--- config.mk ---
export PLATFORM = sky130hd
export DESIGN_NAME = dp_polyvec_split_sched_flat
export DESIGN_NICKNAME = d
export VERILOG_FILES = /design/src/rtl/dp_polyvec_split_sched_if.sv /design/src/rtl/dp_polyvec_split_sched.sv /design/src/flat_wrapper.sv
export SDC_FILE = /design/constraint.sdc
export NUM_CORES = 1
export LEC_CHECK = 0
export ABC_AREA = 1
export CORE_MARGIN = 2
export CORE_UTILIZATION = 38
export DETAILED_ROUTE_END_ITERATION = 8
export PLACE_DENSITY = 0.63
export SYNTH_ARGS = -nofsm -noshare
export SYNTH_HDL_FRONTEND = slang
export SYNTH_SLANG_ARGS = --single-unit
--- constraint.sdc ---
create_clock -name clk -period 5.3 [get_ports clk]
set_input_delay 0.53 -clock clk [delete_from_list [all_inputs] [get_ports clk]]
set_output_delay 0.53 -clock clk [all_outputs]
set_load 0.03 [all_outputs]
--- src/rtl/dp_polyvec_split_sched_if.sv ---
// Bus bundle between the split-polyvec scheduler, its load issuer, the URAM store
// and the read consumers. Signal names are as seen from the scheduler.
interface dp_polyvec_split_sched_if #(
    parameter int unsigned ADDR_WIDTH = 12,
    parameter int unsigned NUM_SPLIT  = 4,
    parameter int unsigned NUM_RD     = 2,
    parameter int unsigned RD_ID_W    = 1
);
    logic                         i_load_start;
    logic [2:0]                   i_load_nsplit;
    logic                         o_load_busy;
    logic                         o_load_done;
    logic [1:0]                   o_idx_split;
    logic                         o_wruram_start;
    logic                         i_wruram_done;
    logic [NUM_SPLIT-1:0]         o_uram_mem_en;
    logic [NUM_SPLIT-1:0]         o_uram_we;
    logic [ADDR_WIDTH-1:0]        o_uram_rdaddr;
    logic [NUM_RD-1:0]            i_rd_req;
    logic [2*NUM_RD-1:0]          i_rd_split;
    logic [ADDR_WIDTH*NUM_RD-1:0] i_rd_base;
    logic [ADDR_WIDTH*NUM_RD-1:0] i_rd_len;
    logic [NUM_RD-1:0]            o_rd_gnt;
    logic                         o_rd_vld;
    logic [RD_ID_W-1:0]           o_rd_id;
    logic                         o_rd_last;

    // Scheduler side.
    modport slave (
        input  i_load_start, i_load_nsplit, i_wruram_done,
        input  i_rd_req, i_rd_split, i_rd_base, i_rd_len,
        output o_load_busy, o_load_done, o_idx_split, o_wruram_start,
        output o_uram_mem_en, o_uram_we, o_uram_rdaddr,
        output o_rd_gnt, o_rd_vld, o_rd_id, o_rd_last
    );

    // Issuer / store / consumer side.
    modport master (
        output i_load_start, i_load_nsplit, i_wruram_done,
        output i_rd_req, i_rd_split, i_rd_base, i_rd_len,
        input  o_load_busy, o_load_done, o_idx_split, o_wruram_start,
        input  o_uram_mem_en, o_uram_we, o_uram_rdaddr,
        input  o_rd_gnt, o_rd_vld, o_rd_id, o_rd_last
    );
endinterface

--- src/rtl/dp_polyvec_split_sched.sv ---
// Sequencer for the split ciphertext polyvec URAM store: first kicks one TPP->URAM
// copy per split, then shares the store among NUM_RD burst readers round-robin.
// Every output is a flop, loaded from the next-state values.
module dp_polyvec_split_sched #(
    parameter int unsigned ADDR_WIDTH = 12,
    parameter int unsigned NUM_SPLIT  = 4,
    parameter int unsigned NUM_RD     = 2,
    parameter int unsigned RD_ID_W    = 1,
    parameter int unsigned RD_LAT     = 2
) (
    input logic                     clk,
    input logic                     rst_n,
    dp_polyvec_split_sched_if.slave bus_io
);
    localparam int unsigned DrnW = (RD_LAT > 1) ? $clog2(RD_LAT) : 1;

    typedef enum logic [2:0] {StIdle, StLoadKick, StLoadWait, StRdBurst, StRdDrain} state_e;

    state_e                state_q, state_d;
    logic [2:0]            nsp_q, nsp_d;
    logic [1:0]            sidx_q, sidx_d;
    logic                  seen_low_q, seen_low_d;
    logic [1:0]            rsplit_q, rsplit_d;
    logic [ADDR_WIDTH-1:0] rbase_q, rbase_d, rlen_q, rlen_d, beat_q, beat_d;
    logic [RD_ID_W-1:0]    rid_q, rid_d, ptr_q, ptr_d;
    logic [DrnW-1:0]       drn_q, drn_d;

    logic                  busy_q, busy_d, done_q, done_d, start_q, start_d;
    logic [1:0]            idx_q, idx_d;
    logic [NUM_SPLIT-1:0]  mem_en_q, mem_en_d, we_q, we_d;
    logic [ADDR_WIDTH-1:0] rdaddr_q, rdaddr_d;
    logic [NUM_RD-1:0]     gnt_q, gnt_d;
    // Address-cycle tag, launched into the delay line to meet the read data.
    logic                  act_q, act_d, alast_q, alast_d;
    logic [RD_ID_W-1:0]    aid_q, aid_d;

    logic [RD_LAT-1:0]              dl_vld_q, dl_last_q;
    logic [RD_LAT-1:0][RD_ID_W-1:0] dl_id_q;

    logic                  found;
    logic [RD_ID_W-1:0]    sel, cand;

    // State and registered outputs.
    always_ff @(posedge clk) begin
        if (!rst_n) begin
            state_q    <= StIdle;
            nsp_q      <= '0;
            sidx_q     <= '0;
            seen_low_q <= 1'b0;
            rsplit_q   <= '0;
            rbase_q    <= '0;
            rlen_q     <= '0;
            beat_q     <= '0;
            rid_q      <= '0;
            ptr_q      <= '0;
            drn_q      <= '0;
            busy_q     <= 1'b0;
            done_q     <= 1'b0;
            start_q    <= 1'b0;
            idx_q      <= '0;
            mem_en_q   <= '0;
            we_q       <= '0;
            rdaddr_q   <= '0;
            gnt_q      <= '0;
            act_q      <= 1'b0;
            alast_q    <= 1'b0;
            aid_q      <= '0;
        end else begin
            state_q    <= state_d;
            nsp_q      <= nsp_d;
            sidx_q     <= sidx_d;
            seen_low_q <= seen_low_d;
            rsplit_q   <= rsplit_d;
            rbase_q    <= rbase_d;
            rlen_q     <= rlen_d;
            beat_q     <= beat_d;
            rid_q      <= rid_d;
            ptr_q      <= ptr_d;
            drn_q      <= drn_d;
            busy_q     <= busy_d;
            done_q     <= done_d;
            start_q    <= start_d;
            idx_q      <= idx_d;
            mem_en_q   <= mem_en_d;
            we_q       <= we_d;
            rdaddr_q   <= rdaddr_d;
            gnt_q      <= gnt_d;
            act_q      <= act_d;
            alast_q    <= alast_d;
            aid_q      <= aid_d;
        end
    end

    // Next state: load-over-read priority in idle, copy sequencing, burst and drain counting.
    always_comb begin
        state_d    = state_q;
        nsp_d      = nsp_q;
        sidx_d     = sidx_q;
        seen_low_d = seen_low_q;
        rsplit_d   = rsplit_q;
        rbase_d    = rbase_q;
        rlen_d     = rlen_q;
        beat_d     = beat_q;
        rid_d      = rid_q;
        ptr_d      = ptr_q;
        drn_d      = drn_q;
        done_d     = 1'b0;
        gnt_d      = '0;
        found      = 1'b0;
        sel        = ptr_q;
        cand       = ptr_q;
        // Search starts one past the last grant so the last winner has lowest priority.
        for (int unsigned k = 1; k <= NUM_RD; k++) begin
            cand = RD_ID_W'((32'(ptr_q) + k) % NUM_RD);
            if (!found && bus_io.i_rd_req[cand]) begin
                found = 1'b1;
                sel   = cand;
            end
        end
        case (state_q)
            StIdle: begin
                if (bus_io.i_load_start) begin
                    nsp_d  = (bus_io.i_load_nsplit > 3'(NUM_SPLIT)) ? 3'(NUM_SPLIT)
                                                                    : bus_io.i_load_nsplit;
                    sidx_d = '0;
                    if (nsp_d == 3'd0) begin
                        done_d = 1'b1;
                    end else begin
                        state_d = StLoadKick;
                    end
                end else if (found) begin
                    gnt_d[sel] = 1'b1;
                    rsplit_d   = bus_io.i_rd_split[2*sel +: 2];
                    rbase_d    = bus_io.i_rd_base[ADDR_WIDTH*sel +: ADDR_WIDTH];
                    rlen_d     = bus_io.i_rd_len[ADDR_WIDTH*sel +: ADDR_WIDTH];
                    rid_d      = sel;
                    ptr_d      = sel;
                    beat_d     = '0;
                    state_d    = StRdBurst;
                end
            end
            StLoadKick: begin
                state_d    = StLoadWait;
                seen_low_d = 1'b0;
            end
            StLoadWait: begin
                // The store's done flag is stale for a cycle after the kick; only a
                // low-then-high sequence marks this copy as finished.
                if (!bus_io.i_wruram_done) begin
                    seen_low_d = 1'b1;
                end else if (seen_low_q) begin
                    if (({1'b0, sidx_q} + 3'd1) < nsp_q) begin
                        sidx_d  = sidx_q + 2'd1;
                        state_d = StLoadKick;
                    end else begin
                        done_d  = 1'b1;
                        state_d = StIdle;
                    end
                end
            end
            StRdBurst: begin
                if (beat_q == rlen_q) begin
                    drn_d   = '0;
                    state_d = StRdDrain;
                end else begin
                    beat_d = beat_q + 1'b1;
                end
            end
            StRdDrain: begin
                if (drn_q == DrnW'(RD_LAT - 1)) begin
                    state_d = StIdle;
                end else begin
                    drn_d = drn_q + 1'b1;
                end
            end
            default: state_d = StIdle;
        endcase
    end

    // Output values for the coming cycle, decoded from the next state.
    always_comb begin
        busy_d   = 1'b0;
        start_d  = 1'b0;
        idx_d    = '0;
        mem_en_d = '0;
        we_d     = '0;
        rdaddr_d = '0;
        act_d    = 1'b0;
        alast_d  = 1'b0;
        aid_d    = rid_d;
        case (state_d)
            StLoadKick: begin
                busy_d           = 1'b1;
                start_d          = 1'b1;
                idx_d            = sidx_d;
                mem_en_d[sidx_d] = 1'b1;
                we_d[sidx_d]     = 1'b1;
            end
            StLoadWait: begin
                busy_d           = 1'b1;
                idx_d            = sidx_d;
                mem_en_d[sidx_d] = 1'b1;
                we_d[sidx_d]     = 1'b1;
            end
            StRdBurst: begin
                idx_d              = rsplit_d;
                mem_en_d[rsplit_d] = 1'b1;
                rdaddr_d           = rbase_d + beat_d;
                act_d              = 1'b1;
                alast_d            = (beat_d == rlen_d);
            end
            StRdDrain: begin
                // Keep the store's output mux on this split until the last beat lands.
                idx_d              = rsplit_d;
                mem_en_d[rsplit_d] = 1'b1;
                rdaddr_d           = rdaddr_q;
            end
            default: ;
        endcase
    end

    // Delay line aligning vld/id/last with the store's read data.
    always_ff @(posedge clk) begin
        if (!rst_n) begin
            dl_vld_q  <= '0;
            dl_last_q <= '0;
            dl_id_q   <= '0;
        end else begin
            dl_vld_q[0]  <= act_q;
            dl_last_q[0] <= alast_q;
            dl_id_q[0]   <= aid_q;
            for (int i = 1; i < RD_LAT; i++) begin
                dl_vld_q[i]  <= dl_vld_q[i-1];
                dl_last_q[i] <= dl_last_q[i-1];
                dl_id_q[i]   <= dl_id_q[i-1];
            end
        end
    end

    assign bus_io.o_load_busy    = busy_q;
    assign bus_io.o_load_done    = done_q;
    assign bus_io.o_idx_split    = idx_q;
    assign bus_io.o_wruram_start = start_q;
    assign bus_io.o_uram_mem_en  = mem_en_q;
    assign bus_io.o_uram_we      = we_q;
    assign bus_io.o_uram_rdaddr  = rdaddr_q;
    assign bus_io.o_rd_gnt       = gnt_q;
    assign bus_io.o_rd_vld       = dl_vld_q[RD_LAT-1];
    assign bus_io.o_rd_id        = dl_id_q[RD_LAT-1];
    assign bus_io.o_rd_last      = dl_last_q[RD_LAT-1];
endmodule

--- src/flat_wrapper.sv ---
// flat-port wrapper written by rule: the top's interface ports become plain ports
module dp_polyvec_split_sched_flat 
#(
    parameter int unsigned ADDR_WIDTH = 12,
    parameter int unsigned NUM_SPLIT  = 4,
    parameter int unsigned NUM_RD     = 2,
    parameter int unsigned RD_ID_W    = 1,
    parameter int unsigned RD_LAT     = 2
)
  (clk, rst_n, bus_io_i_load_start, bus_io_i_load_nsplit, bus_io_i_wruram_done, bus_io_i_rd_req, bus_io_i_rd_split, bus_io_i_rd_base, bus_io_i_rd_len, bus_io_o_load_busy, bus_io_o_load_done, bus_io_o_idx_split, bus_io_o_wruram_start, bus_io_o_uram_mem_en, bus_io_o_uram_we, bus_io_o_uram_rdaddr, bus_io_o_rd_gnt, bus_io_o_rd_vld, bus_io_o_rd_id, bus_io_o_rd_last);
  dp_polyvec_split_sched_if #(.ADDR_WIDTH(ADDR_WIDTH), .NUM_SPLIT(NUM_SPLIT), .NUM_RD(NUM_RD), .RD_ID_W(RD_ID_W)) bus_io_i ();
  input logic clk;
  input logic rst_n;
  input wire logic [$bits(bus_io_i.i_load_start)-1:0] bus_io_i_load_start;
  input wire logic [$bits(bus_io_i.i_load_nsplit)-1:0] bus_io_i_load_nsplit;
  input wire logic [$bits(bus_io_i.i_wruram_done)-1:0] bus_io_i_wruram_done;
  input wire logic [$bits(bus_io_i.i_rd_req)-1:0] bus_io_i_rd_req;
  input wire logic [$bits(bus_io_i.i_rd_split)-1:0] bus_io_i_rd_split;
  input wire logic [$bits(bus_io_i.i_rd_base)-1:0] bus_io_i_rd_base;
  input wire logic [$bits(bus_io_i.i_rd_len)-1:0] bus_io_i_rd_len;
  output wire logic [$bits(bus_io_i.o_load_busy)-1:0] bus_io_o_load_busy;
  output wire logic [$bits(bus_io_i.o_load_done)-1:0] bus_io_o_load_done;
  output wire logic [$bits(bus_io_i.o_idx_split)-1:0] bus_io_o_idx_split;
  output wire logic [$bits(bus_io_i.o_wruram_start)-1:0] bus_io_o_wruram_start;
  output wire logic [$bits(bus_io_i.o_uram_mem_en)-1:0] bus_io_o_uram_mem_en;
  output wire logic [$bits(bus_io_i.o_uram_we)-1:0] bus_io_o_uram_we;
  output wire logic [$bits(bus_io_i.o_uram_rdaddr)-1:0] bus_io_o_uram_rdaddr;
  output wire logic [$bits(bus_io_i.o_rd_gnt)-1:0] bus_io_o_rd_gnt;
  output wire logic [$bits(bus_io_i.o_rd_vld)-1:0] bus_io_o_rd_vld;
  output wire logic [$bits(bus_io_i.o_rd_id)-1:0] bus_io_o_rd_id;
  output wire logic [$bits(bus_io_i.o_rd_last)-1:0] bus_io_o_rd_last;
  assign bus_io_i.i_load_start = bus_io_i_load_start;
  assign bus_io_i.i_load_nsplit = bus_io_i_load_nsplit;
  assign bus_io_i.i_wruram_done = bus_io_i_wruram_done;
  assign bus_io_i.i_rd_req = bus_io_i_rd_req;
  assign bus_io_i.i_rd_split = bus_io_i_rd_split;
  assign bus_io_i.i_rd_base = bus_io_i_rd_base;
  assign bus_io_i.i_rd_len = bus_io_i_rd_len;
  assign bus_io_o_load_busy = bus_io_i.o_load_busy;
  assign bus_io_o_load_done = bus_io_i.o_load_done;
  assign bus_io_o_idx_split = bus_io_i.o_idx_split;
  assign bus_io_o_wruram_start = bus_io_i.o_wruram_start;
  assign bus_io_o_uram_mem_en = bus_io_i.o_uram_mem_en;
  assign bus_io_o_uram_we = bus_io_i.o_uram_we;
  assign bus_io_o_uram_rdaddr = bus_io_i.o_uram_rdaddr;
  assign bus_io_o_rd_gnt = bus_io_i.o_rd_gnt;
  assign bus_io_o_rd_vld = bus_io_i.o_rd_vld;
  assign bus_io_o_rd_id = bus_io_i.o_rd_id;
  assign bus_io_o_rd_last = bus_io_i.o_rd_last;
  dp_polyvec_split_sched #(.ADDR_WIDTH(ADDR_WIDTH), .NUM_SPLIT(NUM_SPLIT), .NUM_RD(NUM_RD), .RD_ID_W(RD_ID_W), .RD_LAT(RD_LAT)) u_core (.clk(clk), .rst_n(rst_n), .bus_io(bus_io_i));
endmodule
# Word-level counts from Yosys, hierarchy flattened
# Cells that the tools add are included.
dict set report word_totals {
  inputBits 61
  word_cells 138
  reg_bits 84
  output_inout_bits 30
}
dict set report op_classes {
  addsub 7
  n_eq_ne 12
  n_lt_le_gt_ge 10
  shifts 3
  muxes 59
  mul 1
  bitwise 4
  reduce_logical 18
}
# op n
set ops {}
lappend ops {{2-to-1 mux 12 bit} 9}
lappend ops {{one-hot mux 12 bit (2 select lines)} 2}
lappend ops {{variable part select 24 x 6 -> 12 bit} 2}
lappend ops {{equality test 12 bit} 2}
lappend ops {{2-to-1 mux 3 bit} 8}
lappend ops {{2-to-1 mux 1 bit} 23}
lappend ops {{one-hot mux 3 bit (5 select lines)} 1}
lappend ops {{2-to-1 mux 2 bit} 7}
lappend ops {{adder 12 x 1 -> 12 bit, second input constant} 1}
lappend ops {{adder 12 bit} 1}
lappend ops {{equality test 3 x 2 -> 1 bit, second input constant} 4}
lappend ops {{AND reduction 2 bit} 5}
lappend ops {{one-hot mux 2 bit (2 select lines)} 2}
lappend ops {{one-hot mux 4 bit (2 select lines)} 1}
lappend ops {{equality test 3 x 1 -> 1 bit, second input constant} 2}
lappend ops {{equality test 3 bit, second input constant} 2}
lappend ops {{zero test 3 bit} 2}
lappend ops {{< comparator 1 x 2 -> 1 bit, second input constant} 3}
lappend ops {{< comparator 2 x 3 -> 1 bit, second input constant} 2}
lappend ops {{one-hot mux 1 bit (2 select lines)} 3}
lappend ops {{demux 1 bit (select 2 bit)} 2}
lappend ops {{greater-or-equal comparator 2 x 1 -> 1 bit, second input constant} 2}
lappend ops {{logical AND 1 bit} 4}
lappend ops {{NOT 1 bit} 4}
lappend ops {{16 further kinds} 20}

# Depth between registers and ports, before layout
dict set report depth {
  depth_word 16
  ltp_mapped 26
  ltp_nobuf 25
}

# Least setup slack after synthesis
# No wires, ideal clock.
dict set report synth_path {
  path_type {input port to flip-flop}
  startpoint {input port bus_io_i_rd_req[1]}
  endpoint {register u_core.rdaddr_q[10] (netlist: u_core.bus_io.o_uram_rdaddr[10])}
  setup_time_ns 0.070
  slack_ns 2.121
  required_ns 5.230
  path_buffers 2
  arrival_ns 3.109
  stages 23
  cell_sequence {inv_1 > or2_2 > nand2_2 > inv_2 > buf_2 > buf_1 > nor2_1 > o21ai_0 > nand2_1 > inv_1 > ha_1 > fa_1 > nand3_1 > nand2_1 > nand2_1 > nand2_1 > a21oi_1 > nor2_1 > nand4_1 > nand2_1 > nand2_1 > nand3_1 > a21oi_1}
}
dict set report synth_via {
  elab_chain_len 13
  elab_cells_between_ends 25
  cone_classes {add/sub: 1; mul: 1; eq/ne: 2; shift: 1; mux: 18; reduce/logical: 2}
}
# element line_no
set synth_rtl {}
lappend synth_rtl {{from (decl)} flat_wrapper.sv:17} ;# input wire logic [$bits(bus_io_i.i_rd_req)-1:0] bus_io_i_rd_req;
lappend synth_rtl {{2-to-1 mux 1 bit (implied by the code) (2 in series)} dp_polyvec_split_sched.sv:115} ;# if (!found && bus_io.i_rd_req[cand]) begin
lappend synth_rtl {{2-to-1 mux 1 bit} dp_polyvec_split_sched.sv:115}
lappend synth_rtl {{zero test 1 bit} dp_polyvec_split_sched.sv:115}
lappend synth_rtl {{logical AND 1 bit} dp_polyvec_split_sched.sv:115}
lappend synth_rtl {{2-to-1 mux 1 bit} dp_polyvec_split_sched.sv:115}
lappend synth_rtl {{multiplier 2 x 1 -> 3 bit} dp_polyvec_split_sched.sv:134} ;# rbase_d = bus_io.i_rd_base[ADDR_WIDTH*sel +: ADDR_WIDTH];
lappend synth_rtl {{variable part select 24 x 6 -> 12 bit} dp_polyvec_split_sched.sv:134}
lappend synth_rtl {{2-to-1 mux 12 bit (*)} dp_polyvec_split_sched.sv:131} ;# end else if (found) begin
lappend synth_rtl {{2-to-1 mux 12 bit (*)} dp_polyvec_split_sched.sv:122} ;# if (bus_io.i_load_start) begin
lappend synth_rtl {{2-to-1 mux 12 bit (*)} dp_polyvec_split_sched.sv:120} ;# case (state_q)
lappend synth_rtl {{named net u_core.rbase_d[0]} dp_polyvec_split_sched.sv:24} ;# logic [ADDR_WIDTH-1:0] rbase_q, rbase_d, rlen_q, rlen_d, beat_q, beat_d;
lappend synth_rtl {{adder 12 bit (*)} dp_polyvec_split_sched.sv:208} ;# rdaddr_d = rbase_d + beat_d;
lappend synth_rtl {{one-hot mux 12 bit (2 select lines) (*)} dp_polyvec_split_sched.sv:191} ;# case (state_d)
lappend synth_rtl {{to (signal assigned)} dp_polyvec_split_sched.sv:86} ;# rdaddr_q <= rdaddr_d;
lappend synth_rtl {{to (decl)} dp_polyvec_split_sched.sv:31} ;# logic [ADDR_WIDTH-1:0] rdaddr_q, rdaddr_d;
# The timed path passes the listed nets; every way through them passes the cells marked *. The select of a mux whose other input is x is not followed.
# A chain may end at the register's enable or synchronous reset.

# Final worst setup path
dict set report layout_path {
  startpoint {register u_core.beat_q[9]}
  endpoint {register u_core.rdaddr_q[10] (netlist: u_core.bus_io.o_uram_rdaddr[10])}
}
dict set report layout_via {
  elab_chain_len 5
  elab_cells_between_ends 12
  cone_classes {add/sub: 2; eq/ne: 3; mux: 7}
}
# element line_no
set layout_rtl {}
lappend layout_rtl {{from (decl)} dp_polyvec_split_sched.sv:24}
lappend layout_rtl {{from (signal assigned)} dp_polyvec_split_sched.sv:76} ;# beat_q <= beat_d;
lappend layout_rtl {{equality test 12 bit} dp_polyvec_split_sched.sv:162} ;# if (beat_q == rlen_q) begin
lappend layout_rtl {{2-to-1 mux 12 bit} dp_polyvec_split_sched.sv:162}
lappend layout_rtl {{one-hot mux 12 bit (2 select lines)} dp_polyvec_split_sched.sv:120}
lappend layout_rtl {{named net u_core.beat_d[0]} dp_polyvec_split_sched.sv:24}
lappend layout_rtl {{adder 12 bit} dp_polyvec_split_sched.sv:208}
lappend layout_rtl {{one-hot mux 12 bit (2 select lines)} dp_polyvec_split_sched.sv:191}
# The timed path passes the listed nets, and every way through them passes these cells.

==> flow_summary.ini <==
[floorplanning]
die_w_um = 115
start_util_pct = 38.9
die_area_sq_mm = 0.0132
io_pins = 91
row_count = 40
die_h_um = 115
coreArea_sq_mm = 0.0120

[timing]
setup_tns_ns = 0
rsz0062_at_grt = no
worst_pin_slew_ns = 0.573
period_needed_ns = 3.58
hold_viol_final = 0
worst_slack_ns = 1.72
clock-skew-final_ns = 0.00578
finalCritPeriodShare_pct = 67.6
setup_viol = 0
relSlewSlack_pct = 61.8
max_freq_mhz = 279
slew_viol_final = 0

[route]
drc_errors = 0
dr.pass1.iters = 4
wl_per_cell_um = 13.9
via_per_inst = 4.88
drt_iter0_drc = 215
antenna_left = 0
vias = 4666
drt-total-wl_mm = 13.3

[cells_and_area]
post-route-util_pct = 50.0
area_growth_pct = 28.7
nets = 882
fin_area_sq_mm = 0.00601
antennaDiodeCount = 0
layout-drive-gt1-share_pct = 9.26

[placement]
place_congestion = 0.870
dpl.hpwl_mm = 10.1
dpl_cell_area_sq_mm = 0.00570
pre_cts_slack_ns = 1.48
portBuffers = 90

[global_route]
met2_usage_pct = 35.5
grt-ovfl-total = 0
grt_util_met1_pct = 25.5
grt_use_total_pct = 20.8
grt_max_degree = 50
grt_pass1_vias = 4609
antenna_found_initial = 0
top_usage_layer = met2
use_met3_pct = 4.27
grt_pass1_wl_mm = 21.6

[setup_path]
crit_path_start_kind = register
critical_path.max_fanout = 13
critPathKind = register to register
end_kind = register
r2r_slack_ns = 1.72
required_ns = 5.58
critPathArrivalTime_ns = 3.86

[yosys]
syn_nets = 796
ys_ff_latch = 84
synth_cell_types = 40
yosysWarnings = 0
avgSynthCellArea_sq_um = 6.49
netlist_instances = 719
seq_area_frac_synth_pct = 36.0
synth_edf_count = 0
async_flop_share_pct = 0
syn_area_sq_mm = 0.00467
synthFlopType = dfxtp_1

[cts]
post_cts_resized = 0
clk_latency_ns = 0.34
cts_max_level = 3
holdBufCountCts = 0
cts_buffer_depth = 2
cts_sinks = 84
cts.reportedPaths.clkPinSlew_ns = 0.07
cts_tree = built
cts_setup_buffers = 0
cts-buffers-inserted = 9
clock-root-buffer = clkbuf_16

[job]
drv_cap = 0

[min_path]
hold_class = register to register

[power]
power_density_mw_per_mm2 = 335
ir_worst_vdd_v = 0.000193
leakagePower_uw = 0.00276

[run_status]
status = complete, no violations
[registers in the layout, indices dropped and copies added (netlist names), 2 cells and up]
name / flops
u_core.dl_last_q: 2
u_core.state_q: 3
u_core.nsp_q: 3
u_core.bus_io.o_idx_split: 2
u_core.bus_io.o_uram_we: 4
u_core.rlen_q: 12
u_core.beat_q: 12
u_core.rsplit_q: 2
u_core.bus_io.o_rd_gnt: 2
u_core.dl_vld_q: 2
u_core.bus_io.o_uram_mem_en: 4
u_core.sidx_q: 2
u_core.bus_io.o_uram_rdaddr: 12
u_core.rbase_q: 12
[layout by cell type (no fill, tap or decap), drive strengths merged, types with 3 or more instances in the layout]
master and instances:
a211oi 3, a21oi 62, buf 6, clkbuf 10, clkdlybuf4s50 90, clkinv 3, dfxtp 84, ha 15
inv 109, nand2 198, nand3 35, nand4 8, nor2 105, nor3 8, o211ai 4, o21ai 34
or2 14, xor2 6
[cells in the mapped netlist, drive strengths merged, types with 2 or more instances]
library cell  number  area [sq um]
nand2            198           753
inv              107           402
nor2             105           424
dfxtp             84          1680
a21oi             62           310
nand3             35           190
o21ai             34           196
ha                15           188
or2               14          87.6
buf               12          67.6
clkbuf             9          33.8
nand4              8          50.1
nor3               8          50.1
xor2               6          52.6
o211ai             4          40.0
a211oi             3          22.5
a22o               2          17.5
a22oi              2          15.0
a31oi              2          12.5
nand3b             2          15.0
nor4               2          12.5
[per-stage QoR]
| stage | hold slack [ns] | power, uW | std cells |
|---|---|---|---|
| after CTS | 0.422 | 2030 | 957 |
| after global routing | 0.444 | 2130 | 957 |
| after detailed placement | 0.406 | 1370 | 941 |
| after global placement | 0.401 | 1360 | 941 |
| after floorplan | 0.390 | 1170 | 719 |
| final | 0.417 | 2010 | 957 |
[power by group]
part	switching, uW	internal, uW
Clock	273	383
Sequential	29.7	692
Combinational	398	237
Total	701	1310
[area by class of cell]
class / instances / area (sq um)
clock buffers: 10 / 239
clock inverters: 6 / 71.3
repair buffers: 96 / 946
flip-flops and latches: 84 / 1680
multi-input cells: 506 / 2480
inverters: 108 / 405
fillers: 1268 / 6000
well taps: 147 / 184
[critical path: stages (launching register included)]
cell     delay (ns)
dfxtp_1        0.46
inv_1          0.13
nand2_1        0.08
nand4_1        0.08
nor2_1         0.22
nand2_2        0.25
nand2_2        0.17
inv_2          0.08
o21ai_1        0.27
inv_1          0.09
ha_1           0.24
fa_1           0.41
nand3_1        0.09
nand2_1        0.07
nand2_1        0.08
nand2_1        0.06
a21oi_1        0.22
nor2_1         0.09
nand4_1        0.11
nand2_1        0.06
nand2_1        0.05
nand3_1        0.07
a21oi_1        0.13
[routing by layer]
layer  share of wire [%]  vias to the layer above
li1                    -                     2438
met1                  46                     2125
met2                  47                       84
met3                 4.1                       19
met4                 2.5                        0
met5                   0                        -
[final timing paths]
| kind | endpoint | from | cells past startpoint |
|---|---|---|---|
| worst max-delay path | u_core.bus_io.o_uram_rdaddr[10] | u_core.beat_q[9] | 22 |
| worst max register to register | u_core.bus_io.o_uram_rdaddr[10] | u_core.beat_q[9] | 22 |
| worst min register to register | u_core.dl_last_q[1] | u_core.dl_last_q[0] | 2 |
| worst min-delay path | u_core.dl_last_q[1] | u_core.dl_last_q[0] | 2 |
[kinds of logic (layout without fill, tap and decap cells)]
logic type / after synthesis / in the layout / synth area share [%]
xor+xnor: 7 / 7 / 1.31
simple gates: 372 / 372 / 33.9
flops: 84 / 84 / 36.0
compound gates: 111 / 111 / 13.5
buf+inv: 129 / 220 / 10.9
fa+ha+maj: 16 / 16 / 4.45
Power figures use the tool's default switching activity.
